## config.mk

```make
export PLATFORM = sky130hd
export DESIGN_NAME = rj_coeff_loader_flat
export DESIGN_NICKNAME = d
export VERILOG_FILES = /design/src/rtl/msdap_pkg.sv /design/src/rtl/rj_coeff_loader_if.sv /design/src/rtl/rj_coeff_loader_deser.sv /design/src/rtl/rj_coeff_loader.sv /design/src/flat_wrapper.sv
export SDC_FILE = /design/constraint.sdc
export NUM_CORES = 1
export LEC_CHECK = 0
export ABC_AREA = 0
export BUFFER_PORTS_ARGS = -buffer_cell sky130_fd_sc_hd__clkbuf_2
export CORE_AREA = 10 10 81 83
export CTS_CLUSTER_SIZE = 30
export DETAILED_ROUTE_END_ITERATION = 8
export DIE_AREA = 0 0 91 93
export PLACE_DENSITY = 0.83
export SETUP_SLACK_MARGIN = 0.2
export SLEW_MARGIN = 40
export SYNTH_ARGS = -nofsm -noshare
export SYNTH_HDL_FRONTEND = slang
export SYNTH_SLANG_ARGS = --single-unit
export TNS_END_PERCENT = 5
```

## constraint.sdc

```tcl
create_clock -name Sclk -period 2 [get_ports Sclk]
set_clock_uncertainty 0.05 [all_clocks]
set_input_delay 0.5 -clock Sclk [delete_from_list [all_inputs] [get_ports Sclk]]
set_output_delay 0.5 -clock Sclk [all_outputs]
set_load 0.03 [all_outputs]
```

## src/rtl/msdap_pkg.sv

```systemverilog
`default_nettype none
// ============================================================================
// Module      : msdap_pkg
// Description : Shared constants, state encoding and helpers for the MSDAP
//               loading stage (rj memory + coefficient memory front end).
// Revision    : 1.0 - initial release
// ============================================================================
package msdap_pkg;

    // Default word geometry of the serial stream and the two memories
    localparam int c_DW          = 16;
    localparam int c_RJ_WORDS    = 16;
    localparam int c_COEFF_WORDS = 512;

    // Memory address widths
    localparam int c_RJ_AW    = 4;
    localparam int c_COEFF_AW = 9;

    // Width of the saturating frame error counter
    localparam int c_ERR_CW = 8;

    // Loader FSM encoding (0..4), kept as plain constants for legacy tools
    typedef logic [2:0] state_t;

    localparam state_t c_WAIT_RJ    = 3'd0;
    localparam state_t c_LOAD_RJ    = 3'd1;
    localparam state_t c_WAIT_COEFF = 3'd2;
    localparam state_t c_LOAD_COEFF = 3'd3;
    localparam state_t c_DONE       = 3'd4;

    // True in the two states that accept serial words for writing
    function automatic logic is_load_state(input state_t s);
        return (s == c_LOAD_RJ) || (s == c_LOAD_COEFF);
    endfunction

    // True in the two states that idle until the next Frame
    function automatic logic is_wait_state(input state_t s);
        return (s == c_WAIT_RJ) || (s == c_WAIT_COEFF);
    endfunction

endpackage
`default_nettype wire

```

## src/rtl/rj_coeff_loader_if.sv

```systemverilog
`default_nettype none
// ============================================================================
// Module      : rj_coeff_loader_if
// Description : Serial input stream and memory write bus of the rj/coefficient
//               loader. Optional macro LOADER_FRAME_ERR_EN adds the frame
//               error pulse and error counter signals.
// Revision    : 1.0 - initial release
// ============================================================================
interface rj_coeff_loader_if
    import msdap_pkg::*;
#(
    parameter int DW = c_DW
);

    // Serial stream and control from upstream
    logic                  Frame;
    logic                  InputL;
    logic                  reload;

    // Memory write side and status
    logic                  rj_we;
    logic [c_RJ_AW-1:0]    rj_addr;
    logic                  coeff_we;
    logic [c_COEFF_AW-1:0] coeff_addr;
    logic [DW-1:0]         wr_data;
    logic                  load_done;
    logic [2:0]            state_o;

`ifdef LOADER_FRAME_ERR_EN
    logic                  frame_err;
    logic [c_ERR_CW-1:0]   err_cnt;

    // Stream source / status consumer
    modport master (
        output Frame, InputL, reload,
        input  rj_we, rj_addr, coeff_we, coeff_addr, wr_data,
        input  load_done, state_o, frame_err, err_cnt
    );

    // Loader side
    modport slave (
        input  Frame, InputL, reload,
        output rj_we, rj_addr, coeff_we, coeff_addr, wr_data,
        output load_done, state_o, frame_err, err_cnt
    );
`else
    // Stream source / status consumer
    modport master (
        output Frame, InputL, reload,
        input  rj_we, rj_addr, coeff_we, coeff_addr, wr_data,
        input  load_done, state_o
    );

    // Loader side
    modport slave (
        input  Frame, InputL, reload,
        output rj_we, rj_addr, coeff_we, coeff_addr, wr_data,
        output load_done, state_o
    );
`endif

endinterface
`default_nettype wire

```

## src/rtl/rj_coeff_loader_deser.sv

```systemverilog
`default_nettype none
// ============================================================================
// Module      : serial_deserializer
// Description : MSB-first serial to parallel converter with Frame resync.
//               Reports a completed word while the bit counter sits on the
//               last bit, and flags a Frame that arrives mid-word.
// Revision    : 1.0 - initial release
// ============================================================================
module serial_deserializer
    import msdap_pkg::*;
#(
    parameter int DW = c_DW
) (
    input  wire logic          Sclk,
    input  wire logic          Reset_n,
    input  wire logic          Frame,
    input  wire logic          InputL,
    input  wire logic          enable,
    output logic [DW-1:0]      word,
    output logic               word_valid,
    output logic               frame_err_raw
);

    localparam int                c_CW   = $clog2(DW);
    localparam logic [c_CW-1:0]   c_LAST = c_CW'(DW - 1);

    logic [DW-1:0]   r_shift;
    logic [c_CW-1:0] r_bit_cnt;

    // Shift in one bit per edge; Frame marks the MSB and restarts the count
    always_ff @(posedge Sclk or negedge Reset_n) begin
        if (!Reset_n) begin
            r_shift   <= '0;
            r_bit_cnt <= '0;
        end else if (enable) begin
            r_shift <= {r_shift[DW-2:0], InputL};
            if (Frame) begin
                r_bit_cnt <= '0;
            end else begin
                r_bit_cnt <= r_bit_cnt + 1'b1;
            end
        end
    end

    // The LSB landed on the previous edge when the counter reads the last bit
    assign word          = r_shift;
    assign word_valid    = enable && (r_bit_cnt == c_LAST);
    assign frame_err_raw = enable && Frame && (r_bit_cnt != c_LAST);

endmodule
`default_nettype wire

```

## src/rtl/rj_coeff_loader.sv

```systemverilog
`default_nettype none
// ============================================================================
// Module      : rj_coeff_loader
// Description : Loading-phase sequencer of the MSDAP datapath. Deserialises
//               the framed serial stream, writes RJ_WORDS words into the rj
//               memory, then COEFF_WORDS words into the coefficient memory,
//               and raises load_done once both are full.
//               Optional macro LOADER_FRAME_ERR_EN adds frame_err / err_cnt.
// Revision    : 1.0 - initial release
// ============================================================================
module rj_coeff_loader
    import msdap_pkg::*;
#(
    parameter int DW          = c_DW,
    parameter int RJ_WORDS    = c_RJ_WORDS,
    parameter int COEFF_WORDS = c_COEFF_WORDS
) (
    input  wire logic        Sclk,
    input  wire logic        Reset_n,
    rj_coeff_loader_if.slave bus
);

    localparam logic [c_COEFF_AW-1:0] c_RJ_LAST    = c_COEFF_AW'(RJ_WORDS - 1);
    localparam logic [c_COEFF_AW-1:0] c_COEFF_LAST = c_COEFF_AW'(COEFF_WORDS - 1);

    state_t                r_state;
    logic [c_COEFF_AW-1:0] r_word_cnt;
    logic                  r_rj_we;
    logic [c_RJ_AW-1:0]    r_rj_addr;
    logic                  r_coeff_we;
    logic [c_COEFF_AW-1:0] r_coeff_addr;
    logic [DW-1:0]         r_wr_data;
    logic                  r_load_done;

    logic [DW-1:0]         w_word;
    logic                  w_word_valid;
    logic                  w_frame_err_raw;
    logic                  w_in_load;
    logic                  w_enable;

    // Shifting runs through the load states, and in a wait state only on the
    // Frame edge that starts loading so that edge captures the MSB
    always_comb begin
        w_in_load = is_load_state(r_state);
        w_enable  = w_in_load || (is_wait_state(r_state) && bus.Frame);
    end

    serial_deserializer #(
        .DW (DW)
    ) u_deser (
        .Sclk          (Sclk),
        .Reset_n       (Reset_n),
        .Frame         (bus.Frame),
        .InputL        (bus.InputL),
        .enable        (w_enable),
        .word          (w_word),
        .word_valid    (w_word_valid),
        .frame_err_raw (w_frame_err_raw)
    );

    // Loading sequencer: one registered write strobe per completed word;
    // reload has priority over everything, including a pending write
    always_ff @(posedge Sclk or negedge Reset_n) begin
        if (!Reset_n) begin
            r_state      <= c_WAIT_RJ;
            r_word_cnt   <= '0;
            r_rj_we      <= 1'b0;
            r_rj_addr    <= '0;
            r_coeff_we   <= 1'b0;
            r_coeff_addr <= '0;
            r_wr_data    <= '0;
            r_load_done  <= 1'b0;
        end else begin
            r_rj_we    <= 1'b0;
            r_coeff_we <= 1'b0;
            if (bus.reload) begin
                r_state     <= c_WAIT_RJ;
                r_word_cnt  <= '0;
                r_load_done <= 1'b0;
            end else begin
                r_load_done <= (r_state == c_DONE);
                case (r_state)
                    c_WAIT_RJ: begin
                        if (bus.Frame) begin
                            r_state    <= c_LOAD_RJ;
                            r_word_cnt <= '0;
                        end
                    end
                    c_LOAD_RJ: begin
                        if (w_word_valid) begin
                            r_rj_we   <= 1'b1;
                            r_rj_addr <= r_word_cnt[c_RJ_AW-1:0];
                            r_wr_data <= w_word;
                            if (r_word_cnt == c_RJ_LAST) begin
                                r_state    <= c_WAIT_COEFF;
                                r_word_cnt <= '0;
                            end else begin
                                r_word_cnt <= r_word_cnt + 1'b1;
                            end
                        end
                    end
                    c_WAIT_COEFF: begin
                        if (bus.Frame) begin
                            r_state    <= c_LOAD_COEFF;
                            r_word_cnt <= '0;
                        end
                    end
                    c_LOAD_COEFF: begin
                        if (w_word_valid) begin
                            r_coeff_we   <= 1'b1;
                            r_coeff_addr <= r_word_cnt;
                            r_wr_data    <= w_word;
                            if (r_word_cnt == c_COEFF_LAST) begin
                                r_state    <= c_DONE;
                                r_word_cnt <= '0;
                            end else begin
                                r_word_cnt <= r_word_cnt + 1'b1;
                            end
                        end
                    end
                    c_DONE: begin
                        r_state <= c_DONE;
                    end
                    default: begin
                        r_state    <= c_WAIT_RJ;
                        r_word_cnt <= '0;
                    end
                endcase
            end
        end
    end

    assign bus.rj_we      = r_rj_we;
    assign bus.rj_addr    = r_rj_addr;
    assign bus.coeff_we   = r_coeff_we;
    assign bus.coeff_addr = r_coeff_addr;
    assign bus.wr_data    = r_wr_data;
    assign bus.load_done  = r_load_done;
    assign bus.state_o    = r_state;

`ifdef LOADER_FRAME_ERR_EN
    logic                r_frame_err;
    logic [c_ERR_CW-1:0] r_err_cnt;

    // Pulse and count each mid-word resync seen while loading
    always_ff @(posedge Sclk or negedge Reset_n) begin
        if (!Reset_n) begin
            r_frame_err <= 1'b0;
            r_err_cnt   <= '0;
        end else if (bus.reload) begin
            r_frame_err <= 1'b0;
            r_err_cnt   <= '0;
        end else begin
            r_frame_err <= w_in_load && w_frame_err_raw;
            if (w_in_load && w_frame_err_raw && (r_err_cnt != {c_ERR_CW{1'b1}})) begin
                r_err_cnt <= r_err_cnt + 1'b1;
            end
        end
    end

    assign bus.frame_err = r_frame_err;
    assign bus.err_cnt   = r_err_cnt;
`else
    logic w_unused_frame_err;
    assign w_unused_frame_err = w_frame_err_raw;
`endif

endmodule
`default_nettype wire

```

## src/flat_wrapper.sv

```systemverilog
// flat-port wrapper written by rule: the top's interface ports become plain ports
module rj_coeff_loader_flat import msdap_pkg::*;
#(
    parameter int DW          = c_DW,
    parameter int RJ_WORDS    = c_RJ_WORDS,
    parameter int COEFF_WORDS = c_COEFF_WORDS
)
  (Sclk, Reset_n, bus_Frame, bus_InputL, bus_reload, bus_rj_we, bus_rj_addr, bus_coeff_we, bus_coeff_addr, bus_wr_data, bus_load_done, bus_state_o);
  rj_coeff_loader_if #(.DW(DW)) bus_i ();
  input  wire logic Sclk;
  input  wire logic Reset_n;
  input wire logic [$bits(bus_i.Frame)-1:0] bus_Frame;
  input wire logic [$bits(bus_i.InputL)-1:0] bus_InputL;
  input wire logic [$bits(bus_i.reload)-1:0] bus_reload;
  output wire logic [$bits(bus_i.rj_we)-1:0] bus_rj_we;
  output wire logic [$bits(bus_i.rj_addr)-1:0] bus_rj_addr;
  output wire logic [$bits(bus_i.coeff_we)-1:0] bus_coeff_we;
  output wire logic [$bits(bus_i.coeff_addr)-1:0] bus_coeff_addr;
  output wire logic [$bits(bus_i.wr_data)-1:0] bus_wr_data;
  output wire logic [$bits(bus_i.load_done)-1:0] bus_load_done;
  output wire logic [$bits(bus_i.state_o)-1:0] bus_state_o;
  assign bus_i.Frame = bus_Frame;
  assign bus_i.InputL = bus_InputL;
  assign bus_i.reload = bus_reload;
  assign bus_rj_we = bus_i.rj_we;
  assign bus_rj_addr = bus_i.rj_addr;
  assign bus_coeff_we = bus_i.coeff_we;
  assign bus_coeff_addr = bus_i.coeff_addr;
  assign bus_wr_data = bus_i.wr_data;
  assign bus_load_done = bus_i.load_done;
  assign bus_state_o = bus_i.state_o;
  rj_coeff_loader #(.DW(DW), .RJ_WORDS(RJ_WORDS), .COEFF_WORDS(COEFF_WORDS)) u_core (.Sclk(Sclk), .Reset_n(Reset_n), .bus(bus_i));
endmodule
```

==> results of run 1 <==
sequential cells by signal, summed over array words and instances (netlist names):
signal / flops
u_core.u_deser.word: 16
u_core.bus.coeff_we: 1
u_core.bus.rj_addr: 4
u_core.bus.wr_data: 16
u_core.bus.coeff_addr: 9
u_core.bus.load_done: 1
u_core.bus.state_o: 3
u_core.r_word_cnt: 9
u_core.bus.rj_we: 1
u_core.u_deser.r_bit_cnt: 4
where the power goes:
| group | total (mW) | switching [mW] | internal (mW) |
|---|---|---|---|
| Clock | 1.07 | 0.466 | 0.601 |
| Combinational | 0.278 | 0.120 | 0.158 |
| Sequential | 1.54 | 0.105 | 1.43 |
how the worst max path moves through the flow:
stage | end | slack, ps | cells after the start
floorplan | u_core.bus.rj_addr[0] | 150 | 6
global placement | u_core.r_word_cnt[6] | 140 | 8
detailed placement | u_core.r_word_cnt[5] | -20 | 8
CTS | u_core.bus.state_o[2] | 200 | 3
global route | u_core.r_word_cnt[0] | 60 | 5
finish | u_core.r_word_cnt[0] | 90 | 5
cell type report:
| class | count | share of cell area [%] |
|---|---|---|
| clock buffers | 12 | 4.21 |
| repair buffers | 62 | 11.0 |
| multi-input cells | 127 | 34.2 |
| inverters | 2 | 0.218 |
| flip-flops and latches | 64 | 46.6 |
| well taps | 70 | 2.54 |
| clock inverters | 3 | 1.23 |
cell families after synthesis:
kind of cell               Yosys count
DFF                                 64
muxes                               47
buffers and inverters               11
AOI/OAI and AO/OA                   29
and+or+nand+nor                     48
adders and majority gates            3
synthesized netlist by cell type (all sizes together):
library cell / instances / area share [%]
ha: 3 / 1.4
and3: 5 / 1.1
o2bb2ai: 1 / 0.32
a21oi: 3 / 0.55
or4: 1 / 0.28
a311oi: 2 / 0.64
and2: 1 / 0.23
mux2: 45 / 19
a2bb2oi: 1 / 0.32
nand2: 15 / 2.3
o21bai: 1 / 0.41
clkbuf: 3 / 0.41
a31o: 1 / 0.32
or3: 1 / 0.41
nand4b: 1 / 0.32
nor3b: 2 / 0.97
nand2b: 1 / 0.23
buf: 6 / 1.8
o31ai: 3 / 0.83
inv: 2 / 0.28
a31oi: 1 / 0.46
nor4b: 1 / 0.32
nand3: 4 / 0.74
mux2i: 2 / 0.74
a22oi: 4 / 1.1
nor2: 4 / 0.55
dfrtp: 64 / 59
and2b: 1 / 0.28
a22o: 1 / 0.32
nor4: 1 / 0.23
nand4: 5 / 1.1
nor3: 3 / 0.55
o21ai: 10 / 1.8
and4: 2 / 0.74
a32oi: 1 / 0.32
placed cells by master, fill, tap and decap left out, drive strengths merged, types with 2 or more instances in the layout:
master,n
inv,2
o31ai,3
ha,3
mux2,45
dfrtp,64
clkbuf,51
nand4,5
and3,5
buf,23
nor3,3
nor2,4
nand3,4
a311oi,2
a22oi,4
mux2i,2
and4,2
nor3b,2
o21ai,10
a21oi,3
nand2,15
repair_timing:
action                                  in CTS  in global routing
gates resized for setup                     14                  8
hold endpoints to repair                     0                  0
buffers inserted                             3                  6
pin swaps                                    6                 10
endpoints found under the setup margin      10                 16
hold buffers                                 0                  0
per-layer routing:
metal  GRT usage (%)  part of all wire [%]  vias to the layer above
met5               0                     0                        -
met4            8.88                   2.9                        0
met3            4.16                   7.3                       17
met2            22.3                    49                       90
met1            16.3                    41                      988
li1                -                     -                      881
==> results.tsv, run 1 <==
stage	metric	value	unit
outcome	outcome	complete, no violations	
global_routing	grt_start_max_net_pins	65	
clock_tree	clk_latency	340	ps
placement	place_ws	-21.5	ps
logic_synthesis	synth_top_family_by_area	multiplexers	
logic_synthesis	synth_area_per_cell	13.5	µm²
pwr	total_power	2.88	mW
worst_setup_path	rrSetupSlack	90	ps
global_routing	grt_remaining_overflow	0	
logic_synthesis	yosysWarnings	0	
layout	fin_nets	274	
global_routing	grt_first_pass_wirelength	9600	µm
timing	final-setup-viol-count	0	
drt	drtAntennaViolNets	0	
logic_synthesis	yosys.cell_types.count	40	
worst_setup_path	end_kind	flip-flop	
timing	final_hold_viol_count	0	
timing	maxSlewHeadroom	67.6	%
layout	layoutNonFillerInstCount	340	
logic_synthesis	synth_seq_cells	64	
drt	drtPass1Iterations	4	
global_routing	antenna_found_initial	0	
placement	place.gp.congestion	0.895	
worst_setup_path	reg2reg_from	u_core.r_word_cnt[8]	
logic_synthesis	synth-xor-area-share	0	%
clock_tree	clockBufferDepth	2	
job	max_cap_violations	0	
drt	vias_per_cell	5.81	
drt	route.detailed.drc	0	
die	core.rowCount	26	
worst_setup_path	path_cells	or4_1, or3_4, nand4_1, buf_4, o21ai_0	
logic_synthesis	synth-adder-area-share	1.38	%
drt	vias	1976	
worst_setup_path	critPathBufInv	1	
worst_setup_path	max_stage_delay	550	ps
worst_setup_path	critical_path.max_fanout	5	
die	die_height	93	µm
pwr	power.density	836	mW/mm²
logic_synthesis	synthMuxAreaShare	19.3	%
worst_setup_path	cp_top_family	simple AND/OR/NAND/NOR gates	
clock_tree	cts_buffers	9	
worst_setup_path	reg2reg_depth	5	
layout	antenna_cells	0	
placement	postPlaceCellArea	0.00308	mm²
die	initial_core_util	54.3	%
timing	tightest_slew	484	ps
logic_synthesis	synthSimpleGateAreaFrac	10.5	%
layout	stdcell_area	0.00345	mm²
clock_tree	path_clk_slew	70	ps
layout	drive_gt1_share	53.7	%
worst_setup_path	crit_required	2150	ps
die	die_w	91	µm
layout	multi_input_area	0.00118	mm²
drt	drtIter0Drc	113	
clock_tree	cts_tree	yes	
worst_setup_path	path_class	reg -> reg	
worst_setup_path	cp-start-kind	flip-flop	
layout	fill_cells	353	
worst_setup_path	rr_endpoint	u_core.r_word_cnt[0]	
die	core-area	0.00501	mm²
timing	period_minus_slack	1910	ps
die	pin_count	40	
layout	post-route-util	68.8	%
timing	rsz0062_at_grt	true	
drt	avgRoutedWirePerCell	17.8	µm
timing	fin_tns_setup	0	ps
clock_tree	ctsHtreeMaxLevel	3	
logic_synthesis	synth_fp_nets	210	
pwr	ir_drop	0.000331	V
placement	dpl.hpwl	3750	µm
layout	syn2layout_area_growth	26.6	%
timing	timing.hold.ws	114	ps
timing	final.period_utilization	95.7	%
worst_setup_path	cp.arrival	2070	ps
timing	setup_ws	86.7	ps
hold_path	hold_path_class	in -> async	
layout	regArea	0.00160	mm²
global_routing	grt_pass1_vias	2024	
placement	io_buffer_count	39	
logic_synthesis	synth-compound-area-share	7.44	%
logic_synthesis	synthCells	202	
pwr	cellLeakagePower	1.70	nW
global_routing	track_usage	14.0	%
worst_setup_path	slowest_stage	or4_1	
clock_tree	cts.sinks	64	
timing	drv_slew	0	
die	die-area	0.00846	mm²
clock_tree	cts_root_buf	clkbuf_8	
worst_setup_path	cp-startpoint	u_core.r_word_cnt[8]	
logic_synthesis	seq_area_frac_synth	58.8	%
logic_synthesis	synthesis.area	0.00272	mm²
timing	fmax	0.523	GHz
placement	dp_cells	316	
drt	totalWireLength	6060	µm
Power figures use the tool's default switching activity.
==> run 2, diff against run 1 <==
--- a/config.mk
+++ b/config.mk
@@ -5,13 +5,13 @@
 export SDC_FILE = /design/constraint.sdc
 export NUM_CORES = 1
 export LEC_CHECK = 0
-export ABC_AREA = 0
+export ABC_AREA = 1
 export BUFFER_PORTS_ARGS = -buffer_cell sky130_fd_sc_hd__clkbuf_2
-export CORE_AREA = 10 10 81 83
+export CORE_AREA = 10 10 83 85
 export CTS_CLUSTER_SIZE = 30
 export DETAILED_ROUTE_END_ITERATION = 8
-export DIE_AREA = 0 0 91 93
-export PLACE_DENSITY = 0.83
+export DIE_AREA = 0 0 93 95
+export PLACE_DENSITY = 0.84
 export SETUP_SLACK_MARGIN = 0.2
 export SLEW_MARGIN = 40
 export SYNTH_ARGS = -nofsm -noshare
==> run 2 against run 1 <==
Net effect:
- global-route usage down 0.12 points
- highest routed layer unchanged
- largest power group unchanged
- maximum frequency up 5.9%
- critical path type unchanged
- critical path depth up 6
==> results.tsv, run 2 <==
stage	metric	value	unit	change
outcome	outcome	complete, no violations		unchanged
worst_setup_path	rrSetupSlack	190	ps	was 90 ps
worst_setup_path	path_cells	ha_2, nand2_2, nor2_4, nand2_2, nor3_2, ha_2, inv_2, nand4_1, nand2_2, nor2_4, nor2_1		was or4_1, or3_4, nand4_1, buf_4, o21ai_0
pwr	power_switching	1.32	mW	was 691 µW
clock_tree	cts_buffers	9		unchanged
pwr	total_power	3.81	mW	was 2.88 mW
die	die_w	93	µm	was 91 µm
die	pin_count	40		unchanged
drt	vias_per_cell	5.07		was 5.81
die	initial_core_util	55.0	%	was 54.3%
logic_synthesis	synthCells	318		was 202
layout	multi_input_area	0.00109	mm²	was 0.00118 mm²
die	die_height	95	µm	was 93 µm
timing	final_hold_viol_count	0		unchanged
logic_synthesis	synthTopCellsByArea	dfrtp_1, nand2_1, o21ai_2, inv_1, o21ai_1		was dfrtp_1, mux2_2, nand2_1, o21ai_0, ha_1
placement	io_buffer_count	39		unchanged
timing	tightest_slew	650	ps	was 484 ps
logic_synthesis	synth_area_per_cell	9.23	µm²	was 13.5 µm²
layout	stdcell_area	0.00346	mm²	was 0.00345 mm²
clock_tree	cts_root_buf	clkbuf_8		unchanged
pwr	power.share.sequential	42.5	%	was 53.3%
layout	drive_gt1_share	32.4	%	was 53.7%
timing	period_minus_slack	1810	ps	was 1910 ps
pwr	ir_drop	0.000579	V	was 0.000331 V
global_routing	grt_start_max_net_pins	39		was 65
timing	fmax	0.554	GHz	was 0.523 GHz
timing	maxSlewHeadroom	56.6	%	was 67.6%
placement	place.gp.congestion	0.893		was 0.895
job	max_cap_violations	0		unchanged
layout	syn2layout_area_growth	17.9	%	was 26.6%
layout	regArea	0.00160	mm²	about the same
placement	place_ws	59.6	ps	was -21.5 ps
global_routing	grt_remaining_overflow	0		unchanged
global_routing	track_usage	13.9	%	was 14.0%
logic_synthesis	synth_fp_nets	326		was 210
timing	final.period_utilization	90.3	%	was 95.7%
clock_tree	cts_tree	yes		unchanged
layout	layout_commonest_cell	nand2_1		was dfrtp_1
drt	route.detailed.drc	0		unchanged
logic_synthesis	synth_commonest_cells	nand2_1, dfrtp_1, inv_1, o21ai_2		was dfrtp_1, mux2_2, nand2_1, o21ai_0
worst_setup_path	max_stage_delay	370	ps	was 550 ps
layout	antenna_cells	0		unchanged
worst_setup_path	crit_required	2180	ps	was 2150 ps
placement	dpl.hpwl	4210	µm	was 3750 µm
worst_setup_path	cp.arrival	1980	ps	was 2070 ps
logic_synthesis	yosys.cell_types.count	28		was 40
die	core-area	0.00534	mm²	was 0.00501 mm²
timing	drv_slew	0		unchanged
drt	avgRoutedWirePerCell	13.4	µm	was 17.8 µm
die	core.rowCount	27		was 26
timing	fin_tns_setup	0	ps	unchanged
drt	totalWireLength	5930	µm	was 6060 µm
logic_synthesis	ys_async_sr_fraction	100	%	unchanged
pwr	power.density	1100	mW/mm²	was 836 mW/mm²
timing	setup_ws	194	ps	was 86.7 ps
clock_tree	cts.sinks	64		unchanged
layout	fin_nets	373		was 274
drt	drtAntennaViolNets	0		unchanged
worst_setup_path	end_kind	flip-flop		unchanged
pwr	pwr-share-clk	33.0	%	was 37.1%
clock_tree	clockBufferDepth	2		unchanged
global_routing	grt_pass1_vias	2131		was 2024
timing	rsz0062_at_grt	true		unchanged
worst_setup_path	cp_top_family	simple AND/OR/NAND/NOR gates		unchanged
worst_setup_path	crit_path_frequent_cell	nand2_2		
worst_setup_path	path_class	reg -> reg		unchanged
drt	drtIter0Drc	108		was 113
pwr	swShare	34.7	%	was 24.0%
worst_setup_path	critPathBufInv	1		unchanged
logic_synthesis	synth_top_area_share	54.5	%	was 58.8%
logic_synthesis	synth_ff_type	dfrtp_1		unchanged
worst_setup_path	cp-start-kind	flip-flop		unchanged
logic_synthesis	synth_edf_count	0		unchanged
pwr	pwr-share-comb	24.5	%	was 9.6%
logic_synthesis	synth.most_common_cell	nand2_1		was dfrtp_1
logic_synthesis	yosysWarnings	0		unchanged
clock_tree	ctsHtreeMaxLevel	3		unchanged
clock_tree	path_clk_slew	80	ps	was 70 ps
layout	fill_cells	435		was 353
worst_setup_path	slowest_stage	dfrtp_1		was or4_1
clock_tree	clk_latency	340	ps	about the same
logic_synthesis	seq_area_frac_synth	54.5	%	was 58.8%
layout	mostFrequentLayoutCells	nand2_1, dfrtp_1, clkbuf_2		was dfrtp_1, mux2_2, clkbuf_2
placement	postPlaceCellArea	0.00318	mm²	was 0.00308 mm²
logic_synthesis	synthesis.area	0.00294	mm²	was 0.00272 mm²
die	die-area	0.00884	mm²	was 0.00846 mm²
global_routing	antenna_found_initial	0		unchanged
drt	drtPass1Iterations	4		unchanged
global_routing	grt_first_pass_wirelength	9780	µm	was 9600 µm
hold_path	hold_path_class	in -> async		unchanged
logic_synthesis	synth_top_cell_by_area	dfrtp_1		unchanged
pwr	cellLeakagePower	1.77	nW	was 1.70 nW
worst_setup_path	critical_path.max_fanout	5		unchanged
drt	vias	2239		was 1976
logic_synthesis	synth_seq_cells	64		unchanged
timing	final-setup-viol-count	0		unchanged
pwr	cell_internal_pwr	2.48	mW	was 2.19 mW
run 2: cell types whose count changed after synthesis, moves of 8 or more:
cell	before	now
inv_2	0	8
nor2_1	4	16
mux2_2	45	0
inv_1	2	39
nand3_1	4	14
nand2_1	14	79
o21ai_1	0	16
o21ai_2	0	24
run 2: what timing repair did:
| item | 4_1_cts | 5_1_grt |
|---|---|---|
| gates resized for setup | 2 | 6 |
| pin swaps | 4 | 10 |
| hold buffers | 0 | 0 |
| buffers inserted | 4 | 0 |
| setup endpoints to repair | 10 | 27 |
run 2: through the flow:
stage	util [%]	hold WS (ps)	cells
CTS	64.6	79.8	442
floorplan	-	154	318
detailed placement	59.6	394	422
global route	64.9	94.0	442
global placement	59.6	386	422
finish	64.9	69.8	442
run 2: layer usage:
layer  track usage (%)  wire [µm]  up-vias
li1                  -          -     1107
met1              16.8       2600     1076
met2              22.3       2900       47
met3              4.84        335        9
met4              5.53         99        0
met5                 0          0        -
run 2: final timing paths:
check	cells after the start	startpoint	endpoint
worst max-delay path	11	u_core.r_word_cnt[1]	u_core.r_word_cnt[6]
worst min-delay path	1	Reset_n	u_core.bus.wr_data[14]
worst max register to register	11	u_core.r_word_cnt[1]	u_core.r_word_cnt[6]
worst min register to register	1	u_core.u_deser.r_bit_cnt[3]	u_core.u_deser.r_bit_cnt[3]
max in group asynchronous	2	Reset_n	u_core.r_word_cnt[7]
min in group Sclk	3	bus_InputL	u_core.u_deser.word[0]
run 2: logic make-up (layout without fill, tap and decap cells):
group                    count (synthesis)  after routing  share of synthesized area (%)
flip-flops                              64             64                           54.5
buffers and inverters                   58            110                           9.12
AO/OA/AOI/OAI                           54             54                           12.6
adder cells (fa/ha/maj)                  3              3                           1.28
XOR/XNOR                                 1              1                          0.298
AND/OR/NAND/NOR                        138            138                           22.2
run 2: area by class of cell:
| cell class | count | area share, % |
|---|---|---|
| clock buffer | 9 | 3.58 |
| clock inverter | 7 | 3.00 |
| inverter | 48 | 5.24 |
| multi-input combinational | 196 | 31.5 |
| sequential | 64 | 46.2 |
| tap | 72 | 2.60 |
| timing repair buffer | 46 | 7.88 |
run 2: power by group through the flow:
| stage | clock, mW | sequential [mW] | combinational [mW] |
|---|---|---|---|
| 2_1_floorplan | 0 | 1.66 | 0.666 |
| 3_3_place_gp | 0 | 1.63 | 0.844 |
| 3_5_place_dp | 0 | 1.65 | 0.883 |
| 4_1_cts | 1.27 | 1.62 | 0.935 |
| 5_1_grt | 1.33 | 1.64 | 1.06 |
| 6_report | 1.26 | 1.62 | 0.931 |
